==> src/rtl/thermo_pkg.sv <==
// Shared thermometer-domain constants and types (also used by bin_to_thermo and thermo_maj).
package thermo_pkg;
    localparam int BIN_W    = 4;
    localparam int THERMO_W = (1 << BIN_W) - 1;

    typedef logic [THERMO_W-1:0] thermo_t;
    typedef logic [BIN_W-1:0]    bin_t;

    typedef struct packed {
        bin_t bin;
        logic err;
    } dec_t;

    // Saturation ceiling of an error counter of width w.
    function automatic int err_cnt_max(input int w);
        return (1 << w) - 1;
    endfunction
endpackage

==> src/rtl/thermo_to_bin_stream_if.sv <==
// Stream bundle for the thermometer-to-binary decoder: input beat, output beat, error counter.
interface thermo_to_bin_stream_if
    import thermo_pkg::*;
#(
    parameter int ERR_CNT_W = 8
);
    logic                 in_valid;
    logic                 in_ready;
    thermo_t              thermo_in;
    logic                 out_valid;
    logic                 out_ready;
    bin_t                 bin_out;
    logic                 out_err;
    logic                 err_clr;
    logic [ERR_CNT_W-1:0] err_cnt;

    modport slave (
        input  in_valid, thermo_in, out_ready, err_clr,
        output in_ready, out_valid, bin_out, out_err, err_cnt
    );

    modport master (
        output in_valid, thermo_in, out_ready, err_clr,
        input  in_ready, out_valid, bin_out, out_err, err_cnt
    );
endinterface

==> src/rtl/thermo_to_bin_stream_decode_core.sv <==
// Combinational decode: popcount of the code plus detection of any 0-below-1 bubble.
module thermo_decode_core
    import thermo_pkg::*;
(
    input  thermo_t i_code,
    output dec_t    o_dec
);
    always_comb begin
        o_dec = '0;
        // Popcount keeps the value meaningful even when the code has bubbles.
        for (int k = 0; k < THERMO_W; k++) begin
            o_dec.bin = o_dec.bin + bin_t'(i_code[k]);
        end
        o_dec.err = |(i_code[THERMO_W-1:1] & ~i_code[THERMO_W-2:0]);
    end
endmodule

==> src/rtl/thermo_to_bin_stream.sv <==
// Two-stage valid/ready decoder: S1 holds the raw code, S2 the decoded value and bubble flag.
module thermo_to_bin_stream
    import thermo_pkg::*;
#(
    parameter int ERR_CNT_W = 8
)(
    input  logic                   clk,
    input  logic                   rst,
    thermo_to_bin_stream_if.slave  bus
);
    localparam logic [ERR_CNT_W-1:0] CNT_MAX = ERR_CNT_W'(err_cnt_max(ERR_CNT_W));

    logic                 r_s1_vld;
    thermo_t              r_s1_code;
    logic                 r_s2_vld;
    dec_t                 r_s2_dec;
    logic [ERR_CNT_W-1:0] r_err_cnt;

    logic w_s1_ready;
    logic w_in_ready;
    logic w_in_fire;
    logic w_s1_fire;
    logic w_out_err_fire;
    dec_t w_dec;

    thermo_decode_core u_core (
        .i_code (r_s1_code),
        .o_dec  (w_dec)
    );

    assign w_s1_ready     = !r_s2_vld || bus.out_ready;
    // Held low during reset so no beat is accepted into a pipeline that is being flushed.
    assign w_in_ready     = !rst && (!r_s1_vld || w_s1_ready);
    assign w_in_fire      = bus.in_valid && w_in_ready;
    assign w_s1_fire      = r_s1_vld && w_s1_ready;
    assign w_out_err_fire = r_s2_vld && bus.out_ready && r_s2_dec.err;

    always_ff @(posedge clk or posedge rst) begin
        if (rst) begin
            r_s1_vld  <= 1'b0;
            r_s1_code <= '0;
            r_s2_vld  <= 1'b0;
            r_s2_dec  <= '0;
        end else begin
            if (w_in_ready) r_s1_vld <= bus.in_valid;
            if (w_in_fire)  r_s1_code <= bus.thermo_in;
            if (w_s1_ready) r_s2_vld <= r_s1_vld;
            if (w_s1_fire)  r_s2_dec <= w_dec;
        end
    end

    always_ff @(posedge clk or posedge rst) begin
        if (rst) begin
            r_err_cnt <= '0;
        end else if (bus.err_clr) begin
            // A clear that coincides with an errored delivery still counts that delivery.
            r_err_cnt <= w_out_err_fire ? ERR_CNT_W'(1) : '0;
        end else if (w_out_err_fire && r_err_cnt != CNT_MAX) begin
            r_err_cnt <= r_err_cnt + 1'b1;
        end
    end

    assign bus.in_ready  = w_in_ready;
    assign bus.out_valid = r_s2_vld;
    assign bus.bin_out   = r_s2_dec.bin;
    assign bus.out_err   = r_s2_dec.err;
    assign bus.err_cnt   = r_err_cnt;
endmodule
==> src/flat_wrapper.sv <==
// flat-port wrapper written by rule: the top's interface ports become plain ports
module thermo_to_bin_stream_flat import thermo_pkg::*;
#(
    parameter int ERR_CNT_W = 8
)
  (clk, rst, bus_in_valid, bus_thermo_in, bus_out_ready, bus_err_clr, bus_in_ready, bus_out_valid, bus_bin_out, bus_out_err, bus_err_cnt);
  thermo_to_bin_stream_if #(.ERR_CNT_W(ERR_CNT_W)) bus_i ();
  input  logic clk;
  input  logic rst;
  input wire logic [$bits(bus_i.in_valid)-1:0] bus_in_valid;
  input wire logic [$bits(bus_i.thermo_in)-1:0] bus_thermo_in;
  input wire logic [$bits(bus_i.out_ready)-1:0] bus_out_ready;
  input wire logic [$bits(bus_i.err_clr)-1:0] bus_err_clr;
  output wire logic [$bits(bus_i.in_ready)-1:0] bus_in_ready;
  output wire logic [$bits(bus_i.out_valid)-1:0] bus_out_valid;
  output wire logic [$bits(bus_i.bin_out)-1:0] bus_bin_out;
  output wire logic [$bits(bus_i.out_err)-1:0] bus_out_err;
  output wire logic [$bits(bus_i.err_cnt)-1:0] bus_err_cnt;
  assign bus_i.in_valid = bus_in_valid;
  assign bus_i.thermo_in = bus_thermo_in;
  assign bus_i.out_ready = bus_out_ready;
  assign bus_i.err_clr = bus_err_clr;
  assign bus_in_ready = bus_i.in_ready;
  assign bus_out_valid = bus_i.out_valid;
  assign bus_bin_out = bus_i.bin_out;
  assign bus_out_err = bus_i.out_err;
  assign bus_err_cnt = bus_i.err_cnt;
  thermo_to_bin_stream #(.ERR_CNT_W(ERR_CNT_W)) u_core (.clk(clk), .rst(rst), .bus(bus_i));
endmodule
==> config.mk <==
export PLATFORM = sky130hd
export DESIGN_NAME = thermo_to_bin_stream_flat
export DESIGN_NICKNAME = d
export VERILOG_FILES = /design/src/rtl/thermo_pkg.sv /design/src/rtl/thermo_to_bin_stream_if.sv /design/src/rtl/thermo_to_bin_stream_decode_core.sv /design/src/rtl/thermo_to_bin_stream.sv /design/src/flat_wrapper.sv
export SDC_FILE = /design/constraint.sdc
export NUM_CORES = 1
export LEC_CHECK = 0
export ABC_AREA = 1
export CORE_AREA = 4 4 73 75
export DETAILED_ROUTE_END_ITERATION = 10
export DIE_AREA = 0 0 77 79
export PLACE_DENSITY_LB_ADDON = 0.2
export SYNTH_ARGS = -nofsm -noshare
export SYNTH_HDL_FRONTEND = slang
export SYNTH_HIERARCHICAL = 1
export SYNTH_SLANG_ARGS = --single-unit
==> constraint.sdc <==
create_clock -name clk -period 5.5 [get_ports clk]
set_input_delay 0.55 -clock clk [delete_from_list [all_inputs] [get_ports clk]]
set_output_delay 0.55 -clock clk [all_outputs]
set_load 0.02 [all_outputs]
==> results of run 1 <==
## synth_stat cells, types with 2 or more instances
| library cell | number | share of area (%) |
|---|---|---|
| nand2_2 | 3 | 1.0 |
| a21oi_1 | 4 | 1.1 |
| xor2_1 | 2 | 0.95 |
| nand2_4 | 3 | 1.8 |
| inv_2 | 2 | 0.41 |
| o21ai_1 | 2 | 0.55 |
| inv_1 | 32 | 6.5 |
| dfrtp_1 | 30 | 41 |
| nor2_1 | 11 | 2.2 |
| nand3_1 | 26 | 7.1 |
| fa_1 | 10 | 11 |
| o21ai_0 | 9 | 2.5 |
| buf_6 | 2 | 1.2 |
| ha_1 | 3 | 2.0 |
| nand2_1 | 82 | 17 |
| nor2_2 | 2 | 0.68 |
## state kept, by name, indices dropped and copies added (netlist names)
register              flops
u_core/bus.out_err        1
u_core/r_s1_vld           1
u_core/bus.bin_out        4
u_core/bus.out_valid      1
u_core/bus.err_cnt        8
u_core/r_s1_code         15
## worst max-delay path by stage
| stage | from | endpoint | cells after the start |
|---|---|---|---|
| finish | u_core/r_s1_code[5] | u_core/bus.bin_out[2] | 10 |
| global route | u_core/r_s1_code[5] | u_core/bus.bin_out[2] | 10 |
| CTS | u_core/r_s1_code[5] | u_core/bus.bin_out[2] | 10 |
| detailed placement | u_core/r_s1_code[5] | u_core/bus.bin_out[2] | 10 |
| global placement | u_core/r_s1_code[5] | u_core/bus.bin_out[2] | 10 |
| floorplan | u_core/r_s1_code[5] | u_core/bus.bin_out[2] | 10 |
## routing by layer
layer | GRT usage (%) | vias to the layer above
met3 | 4.20 | 5
met1 | 16.3 | 684
li1 | - | 782
met4 | 6.23 | 0
met2 | 22.6 | 39
met5 | 0 | -
## final cells by class
class	count	area, um2
multi-input cells	161	908
clock buffers	7	86.3
flip-flops and latches	30	751
clock inverters	1	5.00
inverters	35	136
repair buffers	35	348
well taps	54	67.6
fillers	489	2360
## per-stage QoR
step                hold WS, ps  cell area, um2  utilization (%)
finish                      471            2300             49.4
global route                497            2300             49.4
CTS                         478            2300             49.4
detailed placement          462            2210             47.4
global placement            461            2210             47.4
floorplan                   442            1840                -
## worst reg2reg max path, stage by stage, from the launching register on
cell and delay (ps):
dfrtp_1 430, fa_1 550, inv_1 50, fa_1 460, fa_1 530, fa_1 430
fa_1 420, fa_1 390, xnor2_1 130, nand3_1 80, nand2_1 60
## power breakdown
| part | internal (mW) | switching (mW) |
|---|---|---|
| Sequential | 0.262 | 0.0342 |
| Clock | 0.101 | 0.0826 |
| Combinational | 0.224 | 0.255 |
| Total | 0.587 | 0.372 |
## placed cells by master, fill, tap and decap left out, types with 3 or more instances in the layout
master	synthesis	final
nand2_1	82	82
clkdlybuf4s50_1	0	34
inv_1	32	32
dfrtp_1	30	30
nand3_1	26	26
nor2_1	11	11
fa_1	10	10
o21ai_0	9	9
clkbuf_8	0	6
a21oi_1	4	4
nand2_4	3	3
nand2_2	3	3
ha_1	3	3
## cells by family (layout without fill, tap and decap cells)
kind of cell	Yosys count	count (layout)	synth area share [%]
buffers and inverters	40	78	9.61
AO/OA/AOI/OAI	16	16	4.50
XOR/XNOR	3	3	1.43
adder cells (fa/ha/maj)	13	13	13.0
flip-flops	30	30	40.9
AND/OR/NAND/NOR	129	129	30.6
==> results.toml, run 1 <==
[finish]
nets = 301
area_growth_pct = 25.4
fin_cells = 323
layout-drive-gt1-share_pct = 7.43
diodes = 0

[placed_design]
gp_congestion = 0.826
place_hpwl_mm = 2.81
placedCellCount = 315
port_buffers = 34
post-place-ws_ps = 1870

[floorplanning]
die_h_um = 79
start_util_pct = 39.4
fp.coreArea_um2 = 4660
die_w_um = 77
io_pins = 35
dieArea_um2 = 6080
fp-row-count = 25

[critical_path]
crit_required_ps = 5670
crit_path_end_kind = "flop"
worstReg2RegStart = "u_core/r_s1_code[5]"
cpMostUsedCell = "fa_1"
arrival_ps = 3800
r2r_slack_ps = 1880
cp-start-kind = "flop"
slowest_stage = "fa_1"
cpLargestDelayFamily = "adder cells"
crit_chain = "fa_1 > inv_1 > fa_1 > fa_1 > fa_1 > fa_1 > fa_1 > xnor2_1 > nand3_1 > nand2_1"
rr_worst_depth = 10
cp.buffers_inverters = 1
r2r-end = "u_core/bus.bin_out[2]"
critPathKind = "reg2reg"
slowest_delay_ps = 550
crit_fanout = 4

[synthesis]
synth-edff-count = 0
synth_cell_types = 24
synth_area_um2 = 1840
ys_warn_count = 6
ys_seq_elements = 30
syn_nets = 264
async_reset_ff_share_pct = 100
ys_seq_area_share_pct = 40.9
syn_area_per_cell_um2 = 7.95
syn_inst = 231
ys.flop_type = "dfrtp_1"

[clock_network]
clock_latency_ps = 280
clock_sinks = 30
cts.reportedPaths.clkPinSlew_ps = 60
cts_resized = 0
cts_tree = "built"
post-cts-setup-buffers = 0
cts_made_buffers = 5
ctsRootBufferMaster = "clkbuf_8"
htree_levels = 2
ctsHoldBuffers = 0
clockBufferDepth = 2

[drt]
wl_per_cell_um = 11.4
wl_met1_mm = 1.70
wl_met3_um = 194
vias_per_cell = 4.67
first_pass_iters = 5
wl_met2_mm = 1.74
wirelength_mm = 3.69
dr.max_layer_used = "met4"
antenna_left = 0
drc = 0
vias = 1510
drt_iter0_drc = 129

[global_routing]
grt_pass1_wl_mm = 6.60
first_global_vias = 1535
grt_max_degree = 32
antenna_found_initial = 0
overflow = 0
grt.total_usage_pct = 13.7

[flow_run]
cap_violations = 0

[timing]
tightest_slew_ps = 590
finalMaxSlewViolations = 0
layout_setup_ws_ps = 1880
finalSetupViolCount = 0
min_period_ps = 3620
rsz0062_at_grt = "no"
fmax_mhz = 276
clock_skew_ps = 4.18
finalHoldViolCount = 0
period_share_pct = 65.9
slew_headroom_pct = 60.6
setup_tns_ps = 0

[worst_hold_path]
worstHoldEndpoint = "u_core/bus.bin_out[3]"
hp-class = "reg2reg"
worstHoldStart = "u_core/bus.bin_out[3]"
whs_path_depth = 2

[power_and_ir_drop]
power_mw = 0.958
pwr_density_cell_nw_per_um2 = 416
ir_drop_uv = 157
leakagePower_nw = 1.16

[run_status]
status = "finished, final reports clean"
Power figures use the tool's default switching activity.
==> run 2, diff against run 1 <==
==> constraint.sdc (replaced) <==
create_clock -name clk -period 2.95 [get_ports clk]
set_input_delay 0.295 -clock clk [delete_from_list [all_inputs] [get_ports clk]]
set_output_delay 0.295 -clock clk [all_outputs]
set_load 0.02 [all_outputs]
==> run 2 against run 1 <==
The flow now finishes with violations (setup timing). Non-clock buffer count increased by 10. Clock skew increased by 0.60 ps. Die area unchanged. Worst hold slack got worse by 48 ps. Critical path depth unchanged. Sequential share of layout area decreased by 1.2 points. Sequential cell count unchanged. Largest cell class unchanged.
==> results.toml, run 2 (synthesis results as in run 1) <==
[placed_design]
placedCellCount = 325
place_hpwl_mm = 2.91
gp_congestion = 0.839
port_buffers = 34
dpl_cell_area_um2 = 2290

[run_status]
violations = "setup timing"
status = "finished, violations left"

[drt]
vias_per_cell = 4.60
drt_iter0_drc = 82
wl_per_cell_um = 11.2
vias = 1533
wirelength_mm = 3.74
drc = 0
first_pass_iters = 4
antenna_left = 0

[timing]
rsz0062_at_grt = "yes"
finalHoldViolCount = 0
min_period_ps = 3550
period_share_pct = 120
setup_tns_ps = -1620
finalMaxSlewViolations = 0
clock_skew_ps = 4.78
layout_setup_ws_ps = -603
slew_headroom_pct = 61.7
finalSetupViolCount = 4
fmax_mhz = 281
tightest_slew_ps = 572

[power_and_ir_drop]
power_mw = 1.90
leakagePower_nw = 1.21
ir_drop_uv = 328
pwr_density_cell_nw_per_um2 = 797

[finish]
fillers = 461
final_cell_mix = "82 x nand2_1, 34 x clkdlybuf4s50_1, 30 x inv_1, 30 x dfrtp_1, 25 x nand3_1"
largest_register = "u_core/r_s1_code"
nets = 311
final_common_cell = "nand2_1"
layout-drive-gt1-share_pct = 12.5
postLayoutCellArea_um2 = 2390
area_growth_pct = 30.1
diodes = 0
largest_register_ffs = 15
fin_cells = 333

[critical_path]
crit_path_end_kind = "flop"
critPathKind = "reg2reg"
cpMostUsedCell = "fa_1"
slowest_delay_ps = 540
rr_worst_depth = 10
crit_fanout = 2
cpLargestDelayFamily = "adder cells"
r2r_slack_ps = -600
cp.buffers_inverters = 2
arrival_ps = 3730
cp-start-kind = "flop"
crit_chain = "fa_1 > inv_1 > fa_1 > fa_1 > fa_1 > fa_2 > fa_2 > inv_2 > nand3_2 > nand2_1"
r2r-end = "u_core/bus.bin_out[1]"
worstReg2RegStart = "u_core/r_s1_code[5]"
crit_required_ps = 3120
slowest_stage = "fa_2"

[floorplanning]
fp-row-count = 25
dieArea_um2 = 6080
die_w_um = 77
io_pins = 35
start_util_pct = 39.4
die_h_um = 79
fp.coreArea_um2 = 4660

[global_routing]
grt_max_degree = 31
grt.total_usage_pct = 13.4
antenna_found_initial = 0
first_global_vias = 1443
grt_pass1_wl_mm = 6.29
overflow = 0

[clock_network]
clock_latency_ps = 280
htree_levels = 2
post-cts-setup-buffers = 0
cts.reportedPaths.clkPinSlew_ps = 70
ctsRootBufferMaster = "clkbuf_8"
clockBufferDepth = 2
cts_tree = "built"
clock_sinks = 30
cts_made_buffers = 5
ctsHoldBuffers = 0

[worst_hold_path]
hp-class = "in2async"

[flow_run]
cap_violations = 0
-- run 2: routing by layer --
layer / GRT usage, % / wire length [um]
met2: 22.7 / 1750
met4: 5.87 / 72
met5: 0 / 0
met1: 15.4 / 1730
met3: 4.42 / 182
-- run 2: stage by stage --
stage | utilization (%) | setup WS (ps) | hold WS, ps
after floorplan | - | -520 | 394
after global placement | 49.1 | -520 | 457
after detailed placement | 49.1 | -580 | 468
after CTS | 51.1 | -588 | 431
after global routing | 51.2 | -719 | 484
final | 51.2 | -603 | 423
-- run 2: worst min-delay path: cells and delay by family --
| kind | cells | cell delay (ps) |
|---|---|---|
| buffers and inverters | 3 | 820 |
-- run 2: timing repair --
| item | CTS | global route |
|---|---|---|
| hold endpoints to repair | 0 | 0 |
| gates cloned | 0 | 0 |
| resized for setup | 0 | 4 |
| setup endpoints to repair | 4 | 4 |
-- run 2: layout make-up --
cell class	instances	area, um2	share of cell area (%)
multi-input cells	161	918	38.5
flip-flops and latches	30	751	31.4
repair buffers	45	423	17.7
inverters	35	136	5.71
clock buffers	7	86.3	3.62
well taps	54	67.6	2.83
clock inverters	1	5.00	0.210
-- run 2: worst max-delay path by stage --
stage / slack [ps] / startpoint / depth (start not counted) / to
floorplan: -520 / u_core/r_s1_code[5] / 10 / u_core/bus.bin_out[2]
global placement: -520 / u_core/r_s1_code[5] / 10 / u_core/bus.bin_out[2]
detailed placement: -580 / u_core/r_s1_code[5] / 10 / u_core/bus.bin_out[1]
CTS: -590 / u_core/r_s1_code[5] / 10 / u_core/bus.bin_out[2]
global route: -720 / u_core/r_s1_code[5] / 10 / u_core/bus.bin_out[1]
finish: -600 / u_core/r_s1_code[5] / 10 / u_core/bus.bin_out[1]
-- run 2: report_power, final --
part	total (mW)	switching (mW)	leakage, nW	internal [mW]
Clock	0.340	0.152	0.0482	0.188
Sequential	0.547	0.0587	0.381	0.489
Combinational	1.02	0.533	0.778	0.483
Total	1.90	0.744	1.21	1.16
==> run 3, diff against run 2 <==
--- a/config.mk
+++ b/config.mk
@@ -6,9 +6,9 @@
 export NUM_CORES = 1
 export LEC_CHECK = 0
 export ABC_AREA = 1
-export CORE_AREA = 4 4 73 75
+export CORE_AREA = 2 2 71 73
 export DETAILED_ROUTE_END_ITERATION = 10
-export DIE_AREA = 0 0 77 79
+export DIE_AREA = 0 0 73 75
 export PLACE_DENSITY_LB_ADDON = 0.2
 export SYNTH_ARGS = -nofsm -noshare
 export SYNTH_HDL_FRONTEND = slang
==> run 3 against run 2 <==
The run still ends with setup timing left. Critical path depth is the same. Cell count is the same. Critical endpoint is now u_core/bus.bin_out[2]. Power shrank 0.25%. Via count grew 0.65%. Worst hold slack lost 8.2 ps. Register-to-register slack is essentially flat. Wire length grew 2.5%. Sequential cell count is the same. Utilization grew 0.24 points. Count of clock-buffer cells in the layout grew 1. Largest cell class unchanged.
==> results.toml, run 3 (synthesis results as in run 1) <==
[clock_network]
ctsRootBufferMaster = "clkbuf_8"
ctsHoldBuffers = 0
cts_made_buffers = 5
clock_latency_ps = 280
cts_resized = 0
clock_sinks = 30
htree_levels = 2
cts.reportedPaths.clkPinSlew_ps = 60
post-cts-setup-buffers = 0
clockBufferDepth = 2
cts_tree = "built"

[drt]
vias_per_cell = 4.63
drc = 0
wl_per_cell_um = 11.5
vias = 1543
first_pass_iters = 4
wirelength_mm = 3.83
antenna_left = 0
drt_iter0_drc = 92

[power_and_ir_drop]
leakagePower_nw = 1.22
ir_drop_uv = 325
pwr_density_cell_nw_per_um2 = 791

[flow_run]
cap_violations = 0

[global_routing]
grt_max_degree = 31
antenna_found_initial = 0
overflow = 0
first_global_vias = 1490
grt_pass1_wl_mm = 6.63
grt.total_usage_pct = 16.0

[timing]
finalMaxSlewViolations = 0
clock_skew_ps = 2.40
finalHoldViolCount = 0
min_period_ps = 3550
layout_setup_ws_ps = -599
tightest_slew_ps = 605
rsz0062_at_grt = "yes"
setup_tns_ps = -1780
timing.hold.ws_ps = 415
fmax_mhz = 282
finalSetupViolCount = 4
slew_headroom_pct = 59.6
period_share_pct = 120

[worst_hold_path]
hp-class = "in2async"

[critical_path]
arrival_ps = 3720
r2r_slack_ps = -600
rr_worst_depth = 10
cpLargestDelayFamily = "adder cells"
cp.buffers_inverters = 1
slowest_delay_ps = 550
crit_fanout = 2
cp-start-kind = "flop"
worstReg2RegStart = "u_core/r_s1_code[5]"
critPathKind = "reg2reg"
slowest_stage = "fa_1"
critPathCapture = "u_core/bus.bin_out[2]"
crit_cells = 10
crit_chain = "fa_1 > inv_1 > fa_1 > fa_1 > fa_1 > fa_2 > fa_1 > xnor2_1 > nand3_1 > nand2_1"
r2r-end = "u_core/bus.bin_out[2]"
crit_required_ps = 3120
cpMostUsedCell = "fa_1"
crit_path_start = "u_core/r_s1_code[5]"
crit_path_end_kind = "flop"

[placed_design]
post-place-ws_ps = -606
place_hpwl_mm = 2.96
dpl_cell_area_um2 = 2290
port_buffers = 34
gp_congestion = 0.818

[floorplanning]
start_util_pct = 39.4
dieArea_um2 = 5480
fp-row-count = 25
io_pins = 35
fp.coreArea_um2 = 4660
die_w_um = 73
die_h_um = 75

[finish]
layout-drive-gt1-share_pct = 11.5
post-route-util_pct = 51.5
largest_register_ffs = 15
postLayoutCellArea_um2 = 2400
area_growth_pct = 30.7
final_cell_mix = "82 x nand2_1, 34 x clkdlybuf4s50_1, 32 x inv_1"
nets = 311
final_common_cell = "nand2_1"
largest_register = "u_core/r_s1_code"
diodes = 0

[run_status]
status = "finished, violations left"
violations = "setup timing"
run 3: changes by cell type in the layout (fill, tap and decap cells not counted):
cell / previous run / this run
inv_2: 4 / 2
clkinv_2: 1 / 0
nand3_1: 25 / 26
nand3_2: 1 / 0
inv_1: 30 / 32
clkbuf_8: 6 / 8
fa_1: 8 / 9
fa_2: 2 / 1
clkbuf_1: 1 / 0
run 3: how the worst min path moves through the flow:
| stage | start | to | slack [ps] | cells past startpoint |
|---|---|---|---|---|
| after floorplan | rst | u_core/bus.bin_out[0] | 390 | 1 |
| after global placement | u_core/r_s1_code[13] | u_core/r_s1_code[13] | 460 | 2 |
| after detailed placement | u_core/bus.bin_out[3] | u_core/bus.bin_out[3] | 460 | 2 |
| after CTS | rst | u_core/r_s1_code[6] | 430 | 3 |
| after global routing | rst | u_core/r_s1_code[6] | 470 | 3 |
| final | rst | u_core/r_s1_code[6] | 410 | 3 |
run 3: area by class of cell:
type	count	area [um2]
Clock buffer	8	110
Fill cell	453	2260
Sequential cell	30	751
Timing Repair Buffer	45	423
Tap cell	54	67.6
Inverter	35	136
Multi-Input combinational cell	161	911
run 3: power by group:
group / leakage [nW] / total [mW] / internal [mW] / switching, mW
sequential: 0.381 / 0.546 / 0.488 / 0.0581
combinational: 0.779 / 0.960 / 0.455 / 0.506
clock: 0.0575 / 0.391 / 0.235 / 0.156
total: 1.22 / 1.90 / 1.18 / 0.720
run 3: per-layer routing:
layer	share of wire, %	GRT usage (%)
met5	0	0
met3	3.6	3.21
met2	49	26.1
met4	1.5	7.41
met1	46	20.5
run 3: through the flow:
stage	instances	total power [mW]
4_1_cts	333	1.93
3_3_place_gp	325	1.46
2_1_floorplan	231	1.23
5_1_grt	333	2.08
6_report	333	1.90
3_5_place_dp	325	1.53
run 3: worst reg2reg max path, cell delays in order (launching register included):
cell and delay [ps]:
dfrtp_1 400, fa_1 550, inv_1 50, fa_1 450
fa_1 530, fa_1 430, fa_2 370, fa_1 390
xnor2_1 130, nand3_1 80, nand2_1 50
